`src/rtl/sar_avg_pkg.sv`:
```
// sar_avg_pkg
// Shared types and sizing for the SAR conversion sequencer / averager.
//   sar_state_e : sequencer states (IDLE, RUN, OUT)
//   DW_DEF      : default SAR result width
//   OSR_W_DEF   : default width of the oversampling-ratio field
//   acc_w()     : accumulator width able to hold 2^(2^osr_w - 1) full-scale
//                 samples without overflow
package sar_avg_pkg;

    typedef enum logic [1:0] {
        IDLE = 2'd0,
        RUN  = 2'd1,
        OUT  = 2'd2
    } sar_state_e;

    localparam int DW_DEF    = 8;
    localparam int OSR_W_DEF = 3;

    // Largest burst is 2^(2^osr_w - 1) samples, so the sum needs that many
    // extra bits on top of the sample width.
    function automatic int acc_w(input int dw, input int osr_w);
        return dw + (1 << osr_w) - 1;
    endfunction

endpackage

```
`src/rtl/sar_avg_seq_if.sv`:
```
// sar_avg_seq_if
// Valid/ready output stream carrying the averaged conversion result.
//   out_valid : average available (producer -> consumer)
//   out_data  : averaged result, DW bits (producer -> consumer)
//   out_ready : consumer accepts (consumer -> producer)
// Modports: master = averager side, slave = readout side.
interface sar_avg_seq_if
    import sar_avg_pkg::*;
#(
    parameter int DW = DW_DEF
);
    logic          out_valid;
    logic          out_ready;
    logic [DW-1:0] out_data;

    modport master (output out_valid, output out_data, input out_ready);
    modport slave  (input out_valid, input out_data, output out_ready);
endinterface

```
`src/rtl/sar_avg_shift.sv`:
```
// sar_avg_shift
// Combinational divide-by-2^osr of the accumulated sum.
//   sum_i : ACC_W-bit sum of 2^osr_i samples
//   osr_i : log2 of the sample count
//   avg_o : DW-bit average
// Build option: define SAR_AVG_ROUND_EN for round-half-up; otherwise the
// average is truncated. osr_i = 0 passes the sum through in both builds.
module sar_avg_shift
    import sar_avg_pkg::*;
#(
    parameter int DW    = DW_DEF,
    parameter int OSR_W = OSR_W_DEF,
    parameter int ACC_W = acc_w(DW_DEF, OSR_W_DEF)
) (
    input  logic [ACC_W-1:0] sum_i,
    input  logic [OSR_W-1:0] osr_i,
    output logic [DW-1:0]    avg_o
);
    // One spare bit so adding the rounding bias can never wrap.
    logic [ACC_W:0] rounded;

`ifdef SAR_AVG_ROUND_EN
    always_comb begin
        rounded = {1'b0, sum_i};
        if (osr_i != '0) begin
            rounded = {1'b0, sum_i} + ((ACC_W+1)'(1) << (osr_i - OSR_W'(1)));
        end
    end
`else
    always_comb begin
        rounded = {1'b0, sum_i};
    end
`endif

    // The mean of DW-bit samples always fits in DW bits, so the upper bits
    // of the shifted value are zero and can be dropped.
    assign avg_o = DW'(rounded >> osr_i);

endmodule

```
`src/rtl/sar_avg_seq.sv`:
```
// sar_avg_seq
// Conversion sequencer and oversampling averager. A start request in IDLE
// enables the SAR, 2^osr results are summed and the shifted average is
// offered on a valid/ready port, once or continuously.
//   clk, rst   : clock, synchronous active-high reset
//   start      : burst request (IDLE only); cont/osr sampled with it
//   sar_valid  : SAR result strobe; sar_result : SAR result
//   sar_en     : SAR enable (high in RUN)
//   busy       : sequencer not idle
//   ovr        : sticky, a result arrived during OUT and was dropped
//   out_if     : averaged-result stream (master side)
// Build option: SAR_AVG_ROUND_EN selects rounding in sar_avg_shift.
module sar_avg_seq
    import sar_avg_pkg::*;
#(
    parameter int DW    = DW_DEF,
    parameter int OSR_W = OSR_W_DEF
) (
    input  logic             clk,
    input  logic             rst,
    input  logic             start,
    input  logic             cont,
    input  logic [OSR_W-1:0] osr,
    input  logic             sar_valid,
    input  logic [DW-1:0]    sar_result,
    output logic             sar_en,
    output logic             busy,
    output logic             ovr,
    sar_avg_seq_if.master    out_if
);
    localparam int ACC_W = acc_w(DW, OSR_W);
    localparam int CNT_W = (1 << OSR_W) - 1;

    sar_state_e       state_q, state_d;
    logic [OSR_W-1:0] osr_q, osr_d;
    logic             cont_q, cont_d;
    logic [ACC_W-1:0] acc_q, acc_d;
    logic [CNT_W-1:0] cnt_q, cnt_d;
    logic [DW-1:0]    out_data_q, out_data_d;
    logic             ovr_q, ovr_d;

    logic [ACC_W-1:0] sum_next;
    logic [DW-1:0]    avg_next;
    logic [CNT_W:0]   cnt_last;
    logic             is_last;

    // Sum including the sample on the bus, so the average is ready on the
    // same edge the last sample is taken.
    assign sum_next = acc_q + ACC_W'(sar_result);
    assign cnt_last = (((CNT_W+1)'(1)) << osr_q) - (CNT_W+1)'(1);
    assign is_last  = ({1'b0, cnt_q} == cnt_last);

    sar_avg_shift #(
        .DW    (DW),
        .OSR_W (OSR_W),
        .ACC_W (ACC_W)
    ) u_shift (
        .sum_i (sum_next),
        .osr_i (osr_q),
        .avg_o (avg_next)
    );

    always_comb begin
        state_d    = state_q;
        osr_d      = osr_q;
        cont_d     = cont_q;
        acc_d      = acc_q;
        cnt_d      = cnt_q;
        out_data_d = out_data_q;
        ovr_d      = ovr_q;
        case (state_q)
            IDLE: begin
                if (start) begin
                    osr_d   = osr;
                    cont_d  = cont;
                    acc_d   = '0;
                    cnt_d   = '0;
                    ovr_d   = 1'b0;
                    state_d = RUN;
                end
            end
            RUN: begin
                if (sar_valid) begin
                    acc_d = sum_next;
                    cnt_d = cnt_q + CNT_W'(1);
                    if (is_last) begin
                        out_data_d = avg_next;
                        state_d    = OUT;
                    end
                end
            end
            OUT: begin
                // The SAR is disabled here, so a late result is lost,
                // including one coinciding with a continuous-mode handshake.
                if (sar_valid) begin
                    ovr_d = 1'b1;
                end
                if (out_if.out_ready) begin
                    if (cont_q) begin
                        acc_d   = '0;
                        cnt_d   = '0;
                        state_d = RUN;
                    end else begin
                        state_d = IDLE;
                    end
                end
            end
            default: state_d = IDLE;
        endcase
    end

    always_ff @(posedge clk) begin
        if (rst) begin
            state_q    <= IDLE;
            osr_q      <= '0;
            cont_q     <= 1'b0;
            acc_q      <= '0;
            cnt_q      <= '0;
            out_data_q <= '0;
            ovr_q      <= 1'b0;
        end else begin
            state_q    <= state_d;
            osr_q      <= osr_d;
            cont_q     <= cont_d;
            acc_q      <= acc_d;
            cnt_q      <= cnt_d;
            out_data_q <= out_data_d;
            ovr_q      <= ovr_d;
        end
    end

    assign sar_en           = (state_q == RUN);
    assign busy             = (state_q != IDLE);
    assign ovr              = ovr_q;
    assign out_if.out_valid = (state_q == OUT);
    assign out_if.out_data  = out_data_q;

endmodule

```
`src/flat_wrapper.sv`:
```
// flat-port wrapper written by rule: the top's interface ports become plain ports
module sar_avg_seq_flat import sar_avg_pkg::*;
#(
    parameter int DW    = DW_DEF,
    parameter int OSR_W = OSR_W_DEF
)
  (clk, rst, start, cont, osr, sar_valid, sar_result, sar_en, busy, ovr, out_if_out_valid, out_if_out_data, out_if_out_ready);
  sar_avg_seq_if #(.DW(DW)) out_if_i ();
  input  logic clk;
  input  logic rst;
  input  logic start;
  input  logic cont;
  input  logic [OSR_W-1:0] osr;
  input  logic sar_valid;
  input  logic [DW-1:0] sar_result;
  output logic sar_en;
  output logic busy;
  output logic ovr;
  output wire logic [$bits(out_if_i.out_valid)-1:0] out_if_out_valid;
  output wire logic [$bits(out_if_i.out_data)-1:0] out_if_out_data;
  input wire logic [$bits(out_if_i.out_ready)-1:0] out_if_out_ready;
  assign out_if_out_valid = out_if_i.out_valid;
  assign out_if_out_data = out_if_i.out_data;
  assign out_if_i.out_ready = out_if_out_ready;
  sar_avg_seq #(.DW(DW), .OSR_W(OSR_W)) u_core (.clk(clk), .rst(rst), .start(start), .cont(cont), .osr(osr), .sar_valid(sar_valid), .sar_result(sar_result), .sar_en(sar_en), .busy(busy), .ovr(ovr), .out_if(out_if_i));
endmodule
```
`config.mk`:
```
export PLATFORM = sky130hd
export DESIGN_NAME = sar_avg_seq_flat
export DESIGN_NICKNAME = d
export VERILOG_FILES = /design/src/rtl/sar_avg_pkg.sv /design/src/rtl/sar_avg_seq_if.sv /design/src/rtl/sar_avg_shift.sv /design/src/rtl/sar_avg_seq.sv /design/src/flat_wrapper.sv
export SDC_FILE = /design/constraint.sdc
export NUM_CORES = 1
export LEC_CHECK = 0
export ABC_AREA = 0
export CAP_MARGIN = 40
export CORE_MARGIN = 1
export CORE_UTILIZATION = 45
export CTS_BUF_LIST = sky130_fd_sc_hd__clkbuf_8
export DETAILED_ROUTE_END_ITERATION = 8
export GPL_ROUTABILITY_DRIVEN = 0
export GPL_TIMING_DRIVEN = 0
export PLACE_DENSITY = 0.75
export SYNTH_ARGS = -nofsm -noshare
export SYNTH_HDL_FRONTEND = slang
export SYNTH_HIERARCHICAL = 1
export SYNTH_SLANG_ARGS = --single-unit
```
`constraint.sdc`:
```
create_clock -name clk -period 3.8 [get_ports clk]
set_clock_uncertainty 0.2 [all_clocks]
set_input_delay 0.76 -clock clk [delete_from_list [all_inputs] [get_ports clk]]
set_output_delay 0.76 -clock clk [all_outputs]
set_load 0.05 [all_outputs]
```
# ---- After elaboration in Yosys (flattened, before gate mapping)
# Index checks and enable logic that the tools add are counted.
dict set report classes {
  addsub 3
  n_eq_ne 9
  shifts 2
  muxes 19
  reduce_logical 9
}
# operator n
set ops {}
lappend ops {{$mux 15} 4}
lappend ops {{$pmux 15 s3} 1}
lappend ops {{$mux 7} 4}
lappend ops {{$pmux 7 s3} 1}
lappend ops {{$add 15x8->15} 1}
lappend ops {{$shr 15x3->8} 1}
lappend ops {{$eq 7x8->1} 1}
lappend ops {{$mux 2} 4}
lappend ops {{$shl 1x3->8 const A} 1}
lappend ops {{$sub 8x2->8 const B} 1}
lappend ops {{$add 7x1->7 const B} 1}
lappend ops {{$ne 2x1->1 const B} 3}
lappend ops {{$ne 2x2->1 const B} 3}
lappend ops {{$pmux 2 s3} 1}
lappend ops {{$reduce_and 3->1} 2}
lappend ops {{$reduce_and 5->1} 1}
lappend ops {{$reduce_and 4->1} 1}
lappend ops {{$reduce_bool 2->1} 2}
lappend ops {{$mux 1} 3}
lappend ops {{$reduce_bool 3->1} 1}
lappend ops {{$eq 2x1->1 const B} 1}
lappend ops {{$eq 2x2->1 const B} 1}
lappend ops {{$logic_not 2->1} 1}
lappend ops {{$pmux 1 s2} 1}
lappend ops {{$reduce_and 2->1} 1}
dict set report word_totals {
  in_bits 17
  output_inout_bits 12
  ff_bits 37
  elab_cells 49
}

# ---- Depth between registers and ports, before layout
dict set report depth {
  ltp_word 6
  mapped_depth 12
}

# ---- Hierarchy
# The synthesis kept the hierarchy.
# module area_per_inst_um2 cells_each instances seq_area_each_um2
set modules_own_cells {}
lappend modules_own_cells {sar_avg_seq 2283.4 264 1 740.7}
lappend modules_own_cells {sar_avg_shift 432.9 48 1 0.0}

# ---- Worst setup path after synthesis
# OpenSTA, ideal clock, no wires.
dict set report synth_timing {
  path_type {input -> register}
  start {in sar_result[0]}
  end {reg u_core.out_data_q[3], in the netlist u_core/out_if.out_data[3]}
  path_stages 10
  t_arrival_ns 2.957
  setup_slack_ns 0.511
  setup_time_ns 0.132
  path_buffers 0
  t_required_ns 3.468
  cell_sequence {ha_1 > fa_1 > a21oi_1 > o22ai_1 > o31ai_1 > xnor2_1 > mux2_4 > a221o_1 > nand4_1 > a21oi_1}
}
dict set report synth_between {
  elab_chain_len 2
}
# element line
set synth_rtl {}
lappend synth_rtl {{from (decl)} flat_wrapper.sv:15} ;# input logic [DW-1:0] sar_result;
lappend synth_rtl {{$add 15x8->15} sar_avg_seq.sv:49} ;# assign sum_next = acc_q + ACC_W'(sar_result);
lappend synth_rtl {{net u_core.sum_next[10]} sar_avg_seq.sv:42} ;# logic [ACC_W-1:0] sum_next;
lappend synth_rtl {{$shr 15x3->8} sar_avg_shift.sv:37} ;# assign avg_o = DW'(rounded >> osr_i);
lappend synth_rtl {{net u_core.avg_next[3]} sar_avg_seq.sv:43} ;# logic [DW-1:0] avg_next;
lappend synth_rtl {{to (signal assigned)} sar_avg_seq.sv:127} ;# out_data_q <= out_data_d;
lappend synth_rtl {{to (decl)} sar_avg_seq.sv:39} ;# logic [DW-1:0] out_data_q, out_data_d;
# The timed path passes the listed nets, and every way through them passes these cells.
# A chain may end at the register's enable or synchronous reset.

# ---- Final worst setup path
# Same ends and word-level chain as after synthesis.

==> results by group <==
Cells and area
  – Final #Nets: around 380
  – ANT cells: 0
  – Final non-filler cell total: around 420
  – Multi-input gate area in the final layout: around 0.0018 mm2
  – FF+latch area: 741 um2
  – P&R area growth vs syn: 18.5%
  – Filler cell count: ~540
  – Share of layout cells above drive strength 1: a little over an eighth

Routing
  – # DRC: 0
  – Drt via density: 5.95
  – Antenna-violating nets left: 0
  – Initial drt markers: 198
  – Total number of vias: roughly 2500
  – WL/cell: between 15 and 20 um
  – Total wire length: roughly 6300 um
  – DRT Pass-1 Iters: 4

Synth
  – Syn Nets: about 340
  – Ys async rst share: 0%
  – Post-synth EDFFs: 0
  – Share of the synthesized area in the top cell type: a little over a quarter
  – Mapped Cells: 312
  – Unique masters post-synth: 58
  – Post-synth top area cell: dfxtp_1
  – Synth warn: 6
  – Synthesized flop and latch total: 37
  – Synth area leaders: dfxtp_1 27%, mux2i_1 7.0%, ha_1 4.1%
  – Register area share after synthesis: 27.3%
  – Cell area after synthesis: approximately 0.0027 mm2
  – Syn avg cell area: between 8 and 9 um2
  – Main flop type after synthesis: dfxtp_1

Status
  – Outcome: complete, no violations

Setup path
  – CP delay by family, top: compound AO/OA/AOI/OAI gates
  – Worst Path Max Fanout: 4
  – Critical Path, Cell by Cell: clkdlybuf4s50_1 -> ha_1 -> fa_1 -> a21oi_1 -> o22ai_1 -> o31ai_2 -> xnor2_1 -> mux2_4 -> a221o_1 -> nand4_1 -> a21oi_1
  – Critical Path Sink Type: flip-flop
  – Slowest stage delay, CP: 0.42 ns
  – Worst path most repeated cell: a21oi_1
  – CP Buf/Inv Count: 1
  – CP arrival: roughly 3.7 ns
  – Slowest CP cell: fa_1
  – Startpoint types: input port
  – CP Data Required Time: around 3.8 ns
  – WS Path Type: input port to flip-flop

Global routing
  – Vias in the first global route: between 2000 and 2500
  – Global-route wire length before repair: roughly 11000 um
  – Initial antenna violation count: 0
  – Total GRT Usage: ~22%
  – Pin count of the biggest net entering global routing: 13
  – Grt total ovfl: 0

Clocking
  – CTS tree: built
  – CTS Buf Count: 5
  – Longest Clk Path Bufs: 2
  – Total clock sinks: 37
  – CTS Root Buffer Type: clkbuf_8
  – Clock-pin slew on the worst setup and hold paths: approximately 0.070 ns
  – Worst skew pair latency: about 0.30 ns
  – Hold-fix buffers at CTS: 0
  – # H-tree levels: 2

STA
  – Crit share post-route: 97.2%
  – Max_slew headroom: between 50 and 60%
  – Least-Margin Pin Slew: between 0.6 and 0.7 ns
  – TNS Setup: 0 ns
  – Unrepaired setup endpoints after global routing: false
  – # setup viols final: 0
  – Final Critical Period: around 3.7 ns
  – Fmax: 271 MHz
  – Final hold vios: 0
  – Final Max Tran Viols: 0

Floorplan
  – Die area: around 0.0064 mm2
  – FP Rows: 27
  – Core Area: about 0.0057 mm2
  – Chip width: 79.7 um
  – I/O pin count: 29
  – Initial cell density of the core: between 40% and 50%
  – DIE HEIGHT: 79.7 um

Pwr
  – Sequential share of power: between 30 and 40%
  – Combinational cell fraction of total power: just over 30%
  – Leakage: between 1 and 1.5 nW
  – Internal power: 0.769 mW
  – Net Sw Frac: roughly a third
  – Worst VDD drop: around 0.00024 V
  – Clock Power Share: a little under a third
  – Power per cell area: approximately 350 mW/mm2
  – NetSw: approximately 0.37 mW

Placement
  – Final HPWL DP: approximately 4700 um
  – PortBufs: 27
  – Inst Count DP: 411

Hold path
  – Worst min-delay path category: flip-flop to flip-flop

Job
  – Maximum Capacitance Violations: 0
[cell type report]
cell class,instances,area share [%]
multi-input combinational,247,56.8
sequential,37,23.0
timing repair buffer,29,8.86
buffer,20,3.89
tap,72,2.80
clock buffer,6,2.57
clock inverter,2,1.17
inverter,8,0.933
[timing repair]
| item | CTS | global route |
|---|---|---|
| setup buffers | 0 | 2 |
| endpoints found under the setup margin | 0 | 6 |
| gates resized for setup | 0 | 2 |
[synthesized netlist by cell type (8+ instances only)]
cell / instances
dfxtp_1: 37
nor2_1: 30
a21oi_1: 19
mux2i_1: 19
nand2_1: 15
nand4_1: 11
o21ai_0: 10
xnor2_1: 10
a22oi_1: 9
clkbuf_1: 9
ha_1: 9
xor2_1: 9
inv_1: 8
[path summary, 6_finish.rpt]
check	slack (ns)	end	cells past startpoint	from
worst max-delay path	0.11	u_core/out_if.out_data[3]	11	sar_result[0]
worst min register to register	0.27	u_core/out_if.out_data[0]	2	u_core/out_if.out_data[0]
worst max register to register	0.69	u_core/out_if.out_data[3]	10	u_core/acc_q[0]
worst min-delay path	0.27	u_core/out_if.out_data[0]	2	u_core/out_if.out_data[0]
[power groups by stage]
| stage | Combinational [mW] | Clock (mW) | Sequential (mW) |
|---|---|---|---|
| 2_1_floorplan | 0.246 | 0 | 0.441 |
| 3_3_place_gp | 0.337 | 0 | 0.432 |
| 3_5_place_dp | 0.343 | 0 | 0.432 |
| 4_1_cts | 0.344 | 0.371 | 0.423 |
| 5_1_grt | 0.380 | 0.389 | 0.426 |
| 6_report | 0.350 | 0.363 | 0.423 |
[per-layer routing]
layer  vias up  global-route usage, %  routed length [um]
met5         -                      0                   0
met4         0                   9.82                 141
met3        11                   2.63                 295
met2        82                   33.4                2830
met1      1167                   29.5                3070
li1       1243                      -                   -
[registers in the layout, summed over array words and instances, names as in the netlist]
signal                  count
u_core/cont_q               1
u_core/acc_q               15
u_core/osr_q                3
u_core/ovr                  1
u_core/cnt_q                7
u_core/state_q              2
u_core/out_if.out_data      8
[placed cells by master, fill, tap and decap left out, types with 4 or more instances in the layout]
master           netlist  layout
buf_6                  6       6
xnor2_1               10      10
o31ai_2                7       8
nand2_1               15      15
dfxtp_1               37      37
nor2_1                30      29
nand3_1                6       6
nand2b_1               4       4
nand4_1               11      11
a22o_1                 4       4
inv_1                  8       8
nor2b_1                6       6
mux2_4                 4       4
a22oi_1                9       9
mux2i_1               19      19
mux2_2                 5       5
clkdlybuf4s50_1        0      27
ha_1                   9       9
buf_2                  4       4
o21bai_1               4       4
xor2_1                 9       9
and3_1                 4       4
clkbuf_1               9       9
o22ai_1                6       6
o21ai_0               10      10
a21oi_1               19      19
a221o_1                4       4
clkbuf_8               0       6
[stage by stage]
stage / total power [mW] / worst slack [ns] / utilization, % / hold slack, ns / instance area (um2)
finish: 1.14 / 0.106 / 56.7 / 0.271 / 3220
global route: 1.20 / 0.0190 / 56.7 / 0.284 / 3220
CTS: 1.14 / 0.00412 / 56.3 / 0.274 / 3200
detailed placement: 0.774 / -0.297 / 54.2 / 0.264 / 3080
global placement: 0.769 / -0.224 / 54.2 / 0.261 / 3080
floorplan: 0.687 / 0.511 / - / 0.254 / 2720
[worst register-to-register path: stages, from the launching register on]
cell and delay, ns:
dfxtp_1 0.32, ha_1 0.20, fa_1 0.42, a21oi_1 0.23, o22ai_1 0.21, o31ai_2 0.42
xnor2_1 0.19, mux2_4 0.30, a221o_1 0.34, nand4_1 0.08, a21oi_1 0.07
[logic make-up after synthesis]
family          after synthesis  share of synthesized area (%)
simple gates                100                           19.6
compound gates               90                           25.1
flops                        37                           27.3
buf+inv                      28                           5.71
mux                          28                           11.3
xor+xnor                     19                           6.13
fa+ha+maj                    10                           4.88
Note: power is estimated with default switching activity, not from simulation.
